===== src/rtl/sop_sweep_ctrl_pkg.sv =====
// Shared definitions for the NOR-SOP self-test sweep controller.
//   state_t    : controller FSM state encoding (2 bits)
//   GOLDEN_TT  : expected truth table of f = b'd' + b'c' + a'c'd'
//   ABCD_*     : bit positions of a, b, c, d inside the abcd vector
//   LAST_VEC   : final minterm of a sweep
package sop_sweep_ctrl_pkg;

  typedef enum logic [1:0] {
    ST_IDLE   = 2'd0,
    ST_SETTLE = 2'd1,
    ST_SAMPLE = 2'd2,
    ST_DONE   = 2'd3
  } state_t;

  localparam logic [15:0] GOLDEN_TT = 16'h0717;

  localparam int ABCD_A = 3;
  localparam int ABCD_B = 2;
  localparam int ABCD_C = 1;
  localparam int ABCD_D = 0;

  localparam logic [3:0] LAST_VEC = 4'd15;

endpackage


===== src/rtl/sop_golden.sv =====
// Combinational golden model of the NOR-only SOP unit.
//   abcd : input vector, abcd[3]=a .. abcd[0]=d
//   g    : expected output (~b&~d)|(~b&~c)|(~a&~c&~d)
module sop_golden
  import sop_sweep_ctrl_pkg::*;
(
  input  logic [3:0] abcd,
  output logic       g
);

  logic a, b, c, d;

  assign a = abcd[ABCD_A];
  assign b = abcd[ABCD_B];
  assign c = abcd[ABCD_C];
  assign d = abcd[ABCD_D];

  assign g = (~b & ~d) | (~b & ~c) | (~a & ~c & ~d);

endmodule


===== src/rtl/sop_sweep_ctrl.sv =====
// Self-test sequencer for the NOR-only SOP unit. On start it walks abcd
// through 0..15, waits SETTLE cycles per vector, samples f_dut and compares
// it with the golden function, recording truth table and mismatch data.
//   clk, rst_n      : clock, synchronous active-low reset
//   start, abort    : sweep request (idle only) / cancel (busy only)
//   f_dut           : output of the unit under test
//   abcd            : vector driven to the unit
//   busy, done      : sweeping / one-cycle completion pulse
//   pass            : last completed sweep had no mismatches
//   mismatch_cnt    : failing minterm count, 0..16
//   first_fail(_vld): lowest failing minterm and its valid flag
//   tt_dut          : captured truth table, bit m = f_dut at abcd=m
module sop_sweep_ctrl
  import sop_sweep_ctrl_pkg::*;
#(
  parameter int SETTLE = 2
) (
  input  logic        clk,
  input  logic        rst_n,
  input  logic        start,
  input  logic        abort,
  input  logic        f_dut,
  output logic [3:0]  abcd,
  output logic        busy,
  output logic        done,
  output logic        pass,
  output logic [4:0]  mismatch_cnt,
  output logic [3:0]  first_fail,
  output logic        first_fail_vld,
  output logic [15:0] tt_dut
);

  // Last settle count before sampling; unused when SETTLE=0 because the
  // SETTLE state is skipped entirely.
  localparam logic [3:0] SETTLE_LAST  = (SETTLE == 0) ? 4'd0 : 4'(SETTLE - 1);
  localparam state_t     ST_VEC_START = (SETTLE == 0) ? ST_SAMPLE : ST_SETTLE;

  state_t      state_q, state_d;
  logic [3:0]  settle_cnt_q, settle_cnt_d;
  logic [3:0]  abcd_q, abcd_d;
  logic        pass_q, pass_d;
  logic [4:0]  mismatch_cnt_q, mismatch_cnt_d;
  logic [3:0]  first_fail_q, first_fail_d;
  logic        first_fail_vld_q, first_fail_vld_d;
  logic [15:0] tt_dut_q, tt_dut_d;
  logic        g_exp;

  sop_golden u_golden (
    .abcd (abcd_q),
    .g    (g_exp)
  );

  always_comb begin
    state_d          = state_q;
    settle_cnt_d     = settle_cnt_q;
    abcd_d           = abcd_q;
    pass_d           = pass_q;
    mismatch_cnt_d   = mismatch_cnt_q;
    first_fail_d     = first_fail_q;
    first_fail_vld_d = first_fail_vld_q;
    tt_dut_d         = tt_dut_q;

    case (state_q)
      ST_IDLE: begin
        if (start) begin
          state_d          = ST_VEC_START;
          settle_cnt_d     = 4'd0;
          abcd_d           = 4'd0;
          pass_d           = 1'b0;
          mismatch_cnt_d   = 5'd0;
          first_fail_d     = 4'd0;
          first_fail_vld_d = 1'b0;
          tt_dut_d         = 16'h0000;
        end
      end

      ST_SETTLE: begin
        if (abort) begin
          state_d = ST_IDLE;
          abcd_d  = 4'd0;
          pass_d  = 1'b0;
        end else begin
          settle_cnt_d = settle_cnt_q + 4'd1;
          if (settle_cnt_q == SETTLE_LAST) begin
            state_d = ST_SAMPLE;
          end
        end
      end

      ST_SAMPLE: begin
        if (abort) begin
          state_d = ST_IDLE;
          abcd_d  = 4'd0;
          pass_d  = 1'b0;
        end else begin
          tt_dut_d[abcd_q] = f_dut;
          if (f_dut != g_exp) begin
            mismatch_cnt_d = mismatch_cnt_q + 5'd1;
            if (!first_fail_vld_q) begin
              first_fail_d     = abcd_q;
              first_fail_vld_d = 1'b1;
            end
          end
          if (abcd_q == LAST_VEC) begin
            // Verdict is registered here so it is already valid in DONE.
            state_d = ST_DONE;
            pass_d  = (mismatch_cnt_d == 5'd0);
          end else begin
            state_d      = ST_VEC_START;
            abcd_d       = abcd_q + 4'd1;
            settle_cnt_d = 4'd0;
          end
        end
      end

      ST_DONE: begin
        state_d = ST_IDLE;
      end

      default: begin
        state_d = ST_IDLE;
      end
    endcase
  end

  always_ff @(posedge clk) begin
    if (!rst_n) begin
      state_q          <= ST_IDLE;
      settle_cnt_q     <= 4'd0;
      abcd_q           <= 4'd0;
      pass_q           <= 1'b0;
      mismatch_cnt_q   <= 5'd0;
      first_fail_q     <= 4'd0;
      first_fail_vld_q <= 1'b0;
      tt_dut_q         <= 16'h0000;
    end else begin
      state_q          <= state_d;
      settle_cnt_q     <= settle_cnt_d;
      abcd_q           <= abcd_d;
      pass_q           <= pass_d;
      mismatch_cnt_q   <= mismatch_cnt_d;
      first_fail_q     <= first_fail_d;
      first_fail_vld_q <= first_fail_vld_d;
      tt_dut_q         <= tt_dut_d;
    end
  end

  assign abcd           = abcd_q;
  assign busy           = (state_q == ST_SETTLE) || (state_q == ST_SAMPLE);
  assign done           = (state_q == ST_DONE);
  assign pass           = pass_q;
  assign mismatch_cnt   = mismatch_cnt_q;
  assign first_fail     = first_fail_q;
  assign first_fail_vld = first_fail_vld_q;
  assign tt_dut         = tt_dut_q;

endmodule


===== config.mk =====
export PLATFORM = sky130hd
export DESIGN_NAME = sop_sweep_ctrl
export DESIGN_NICKNAME = d
export VERILOG_FILES = /design/src/rtl/sop_sweep_ctrl_pkg.sv /design/src/rtl/sop_golden.sv /design/src/rtl/sop_sweep_ctrl.sv
export SDC_FILE = /design/constraint.sdc
export NUM_CORES = 1
export LEC_CHECK = 0
export ABC_AREA = 1
export CAP_MARGIN = 20
export CORE_AREA = 2 2 65 67
export CTS_BUF_LIST = sky130_fd_sc_hd__clkbuf_4 sky130_fd_sc_hd__clkbuf_8
export DETAILED_ROUTE_END_ITERATION = 6
export DIE_AREA = 0 0 67 69
export PLACE_DENSITY = 0.8
export SYNTH_ARGS = -nofsm -noshare
export SYNTH_HDL_FRONTEND = slang
export SYNTH_HIERARCHICAL = 1
export SYNTH_SLANG_ARGS = --single-unit

===== constraint.sdc =====
create_clock -name clk -period 1.9 [get_ports clk]
set_input_delay 0.57 -clock clk [delete_from_list [all_inputs] [get_ports clk]]
set_output_delay 0.57 -clock clk [all_outputs]
set_load 0.005 [all_outputs]

==> flow_summary.toml, run 1 <==
[status]
status = "finished, final reports clean"

[synth]
ys_types = 28
syn_avg_cell_area_um2 = 6.508
ys_seq_area_frac = 0.3636
synth_top_area_cell = "dfxtp_1"
synth_compound_area_frac = 0.1388
synth_top_area_frac = 0.3636
syn_inst = 313
synth_simple_gate_area_share = 0.3262
synth_top_family_by_area = "simple AND/OR/NAND/NOR gates"
synth_xor_area_frac = 0.008600
syn_nets = 329
synth.top_cells.by_area = "dfxtp_1 (36%), nand2_1 (18%), a21oi_1 (7.4%), ha_1 (6.8%), nor2_1 (6.3%)"
synth_fa_ha_area_frac = 0.06757
yosysWarnings = 6
synth_area_mm2 = 0.002037
synth_mux_area_frac = 0
ys_seq_elements = 37

[power_and_ir_drop]
power_density_mw_per_mm2 = 647.2
p_leak_uw = 0.001105
irDropWorstVdd_v = 0.0003488

[critical_path]
required_ns = 1.33
end_kind = "output pin"
critical-path-top-delay-family = "buffers and inverters"
crit_buf_inv = 1
slowest_stage = "clkdlybuf4s50_1"
max_stage_delay_ns = 0.54
crit_chain = "clkdlybuf4s50_1"
crit_type = "flip-flop to output pin"
cp_max_fo = 6
crit_arrival_ns = 1.29
worst_setup_path_start_kind = "flip-flop"

[floorplanning]
dieHeight_um = 69
coreArea_mm2 = 0.003914
num_rows = 23
ios = 38
initial_utilization = 0.5205
die-width_um = 67
dieArea_mm2 = 0.004623

[drt]
drt_iter0_markers = 140
antenna_left = 0
num_vias = 2087
avgRoutedWirePerCell_um = 12.16
wl_um = 5059
drc_errors = 0
first_pass_iters = 4
viasPerCell = 5.017

[placement]
port_buffers = 37
hpwl_um = 3787
place_congestion = 0.8828

[global_routing]
overflow = 0
groute.usage.overall = 0.2329
grt_pass1_vias = 1937
grt_pass1_wl_um = 8487
antenna_found_initial = 0
grt_max_degree = 18

[sta]
hold_violations = 0
period_needed_ns = 1.856
worst_clock_skew_ns = 0.004506
timing.hold.ws_ns = 0.4653
drv_slew = 0
finalSetupTns_ns = 0
setup_violations = 0
slew_headroom = 0.7805
fin_crit_sh = 0.9767
rsz0062_at_grt = "no"
max_freq_ghz = 0.5388
tightest_slew_ns = 0.3258

[clock_tree]
cts_tree = "built"
cts_sinks = 37
clkLatencyLatePin_ns = 0.29
post-cts-setup-buffer-count = 0
htreeDepth = 2
clockRootBuffer = "clkbuf_8"
max-clock-path-buffers = 2
numCtsBuffers = 5
path_clk_slew_ns = 0.07

[final_layout]
layout_commonest_cell = "nand2_1"
final_util = 0.6793
nNetsFinal = 382
fillers = 388
diodes = 0
mostFrequentLayoutCells = "nand2_1 (99), clkdlybuf4s50_1 (35), nor2_1 (34), dfxtp_1 (33), inv_1 (32)"
layout-drive-gt1-share = 0.1120
area_growth_pct = 30.53

[run]
drv_cap = 0

[min_path]
min_path_type = "flip-flop to flip-flop"
sequential cells by signal, summed over array words and instances, names as in the netlist:
signal and flops:
pass 1, settle_cnt_q 4, tt_dut 16, first_fail 4, mismatch_cnt 5, state_q 2
first_fail_vld 1, abcd 4
through the flow:
step	instances	worst slack, ns	area (µm²)	total power, µW
2_1_floorplan	313	0.3272	2037	1049
3_3_place_gp	409	-0.03420	2566	1159
3_5_place_dp	409	-0.1085	2566	1167
4_1_cts	416	0.04039	2659	1731
5_1_grt	416	0.006959	2659	1810
6_report	416	0.04419	2659	1721
cells in the mapped netlist, drive strengths merged:
| library cell | count |
|---|---|
| nand2 | 101 |
| inv | 39 |
| dfxtp | 37 |
| nor2 | 35 |
| a21oi | 31 |
| o21ai | 21 |
| nand3 | 16 |
| ha | 11 |
| buf | 4 |
| clkbuf | 4 |
| nor3 | 4 |
| nand3b | 2 |
| xor2 | 2 |
| a211oi | 1 |
| and3 | 1 |
| clkinv | 1 |
| nand4 | 1 |
| nor3b | 1 |
| o211ai | 1 |
layout make-up:
| type | instances | area (µm²) | area share |
|---|---|---|---|
| multi-input cells | 228 | 1102 | 0.4146 |
| clock buffers | 7 | 90.09 | 0.03388 |
| well taps | 50 | 62.56 | 0.02353 |
| flip-flops and latches | 37 | 745.7 | 0.2805 |
| repair buffers | 54 | 508.0 | 0.1911 |
| inverters | 40 | 150.1 | 0.05647 |
cell families (layout without fill, tap and decap cells):
kind of cell	Yosys count	after routing
flip-flops	37	37
AND/OR/NAND/NOR	161	161
XOR/XNOR	2	2
adder cells (fa/ha/maj)	11	11
AO/OA/AOI/OAI	54	54
buffers and inverters	48	101
metal layers:
metal	wire (µm)	share of wire	vias to the layer above	global-route usage
met4	88	0.017	0	0.09297
met5	0	0	-	0
met3	254	0.050	7	0.04894
met1	2238	0.44	924	0.2933
met2	2477	0.49	62	0.3806
li1	-	-	1094	-
tightest hold or removal path: cells and delay by family (launching register included):
kind             cells  cell delay (ns)
AO/OA/AOI/OAI        1             0.05
AND/OR/NAND/NOR      1             0.06
flip-flops           1             0.31
path summary, 6_finish.rpt:
| check | depth (start not counted) | startpoint | end | slack [ns] |
|---|---|---|---|---|
| worst max-delay path | 1 | abcd[2] | abcd[2] | 0.04 |
| worst min-delay path | 2 | tt_dut[14] | tt_dut[14] | 0.47 |
| worst max register to register | 11 | abcd[2] | first_fail[2] | 0.17 |
| worst min register to register | 2 | tt_dut[14] | tt_dut[14] | 0.47 |
where the power goes:
part	leakage, µW	switching (µW)	internal (µW)
logic	0.000757	208	132
clock network	0.0000477	270	302
registers	0.000300	16.0	793
repair_timing:
| item | in CTS | in global routing |
|---|---|---|
| gates resized for setup | 6 | 0 |
| endpoints found under the hold margin | 0 | 0 |
| hold buffers | 0 | 0 |
| setup endpoints to repair | 5 | 0 |
Note: power is estimated with default switching activity, not from simulation.
==> run 2: changes to the inputs <==
- CTS_CLUSTER_DIAMETER: unset -> 150
==> results of run 2 <==
Final layout, timing and power as in run 1 (identical DEF).
==> run 3: changes to the inputs <==
- CTS_CLUSTER_DIAMETER: 150 -> 120
==> results of run 3 <==
Final layout, timing and power as in run 1 (identical DEF).
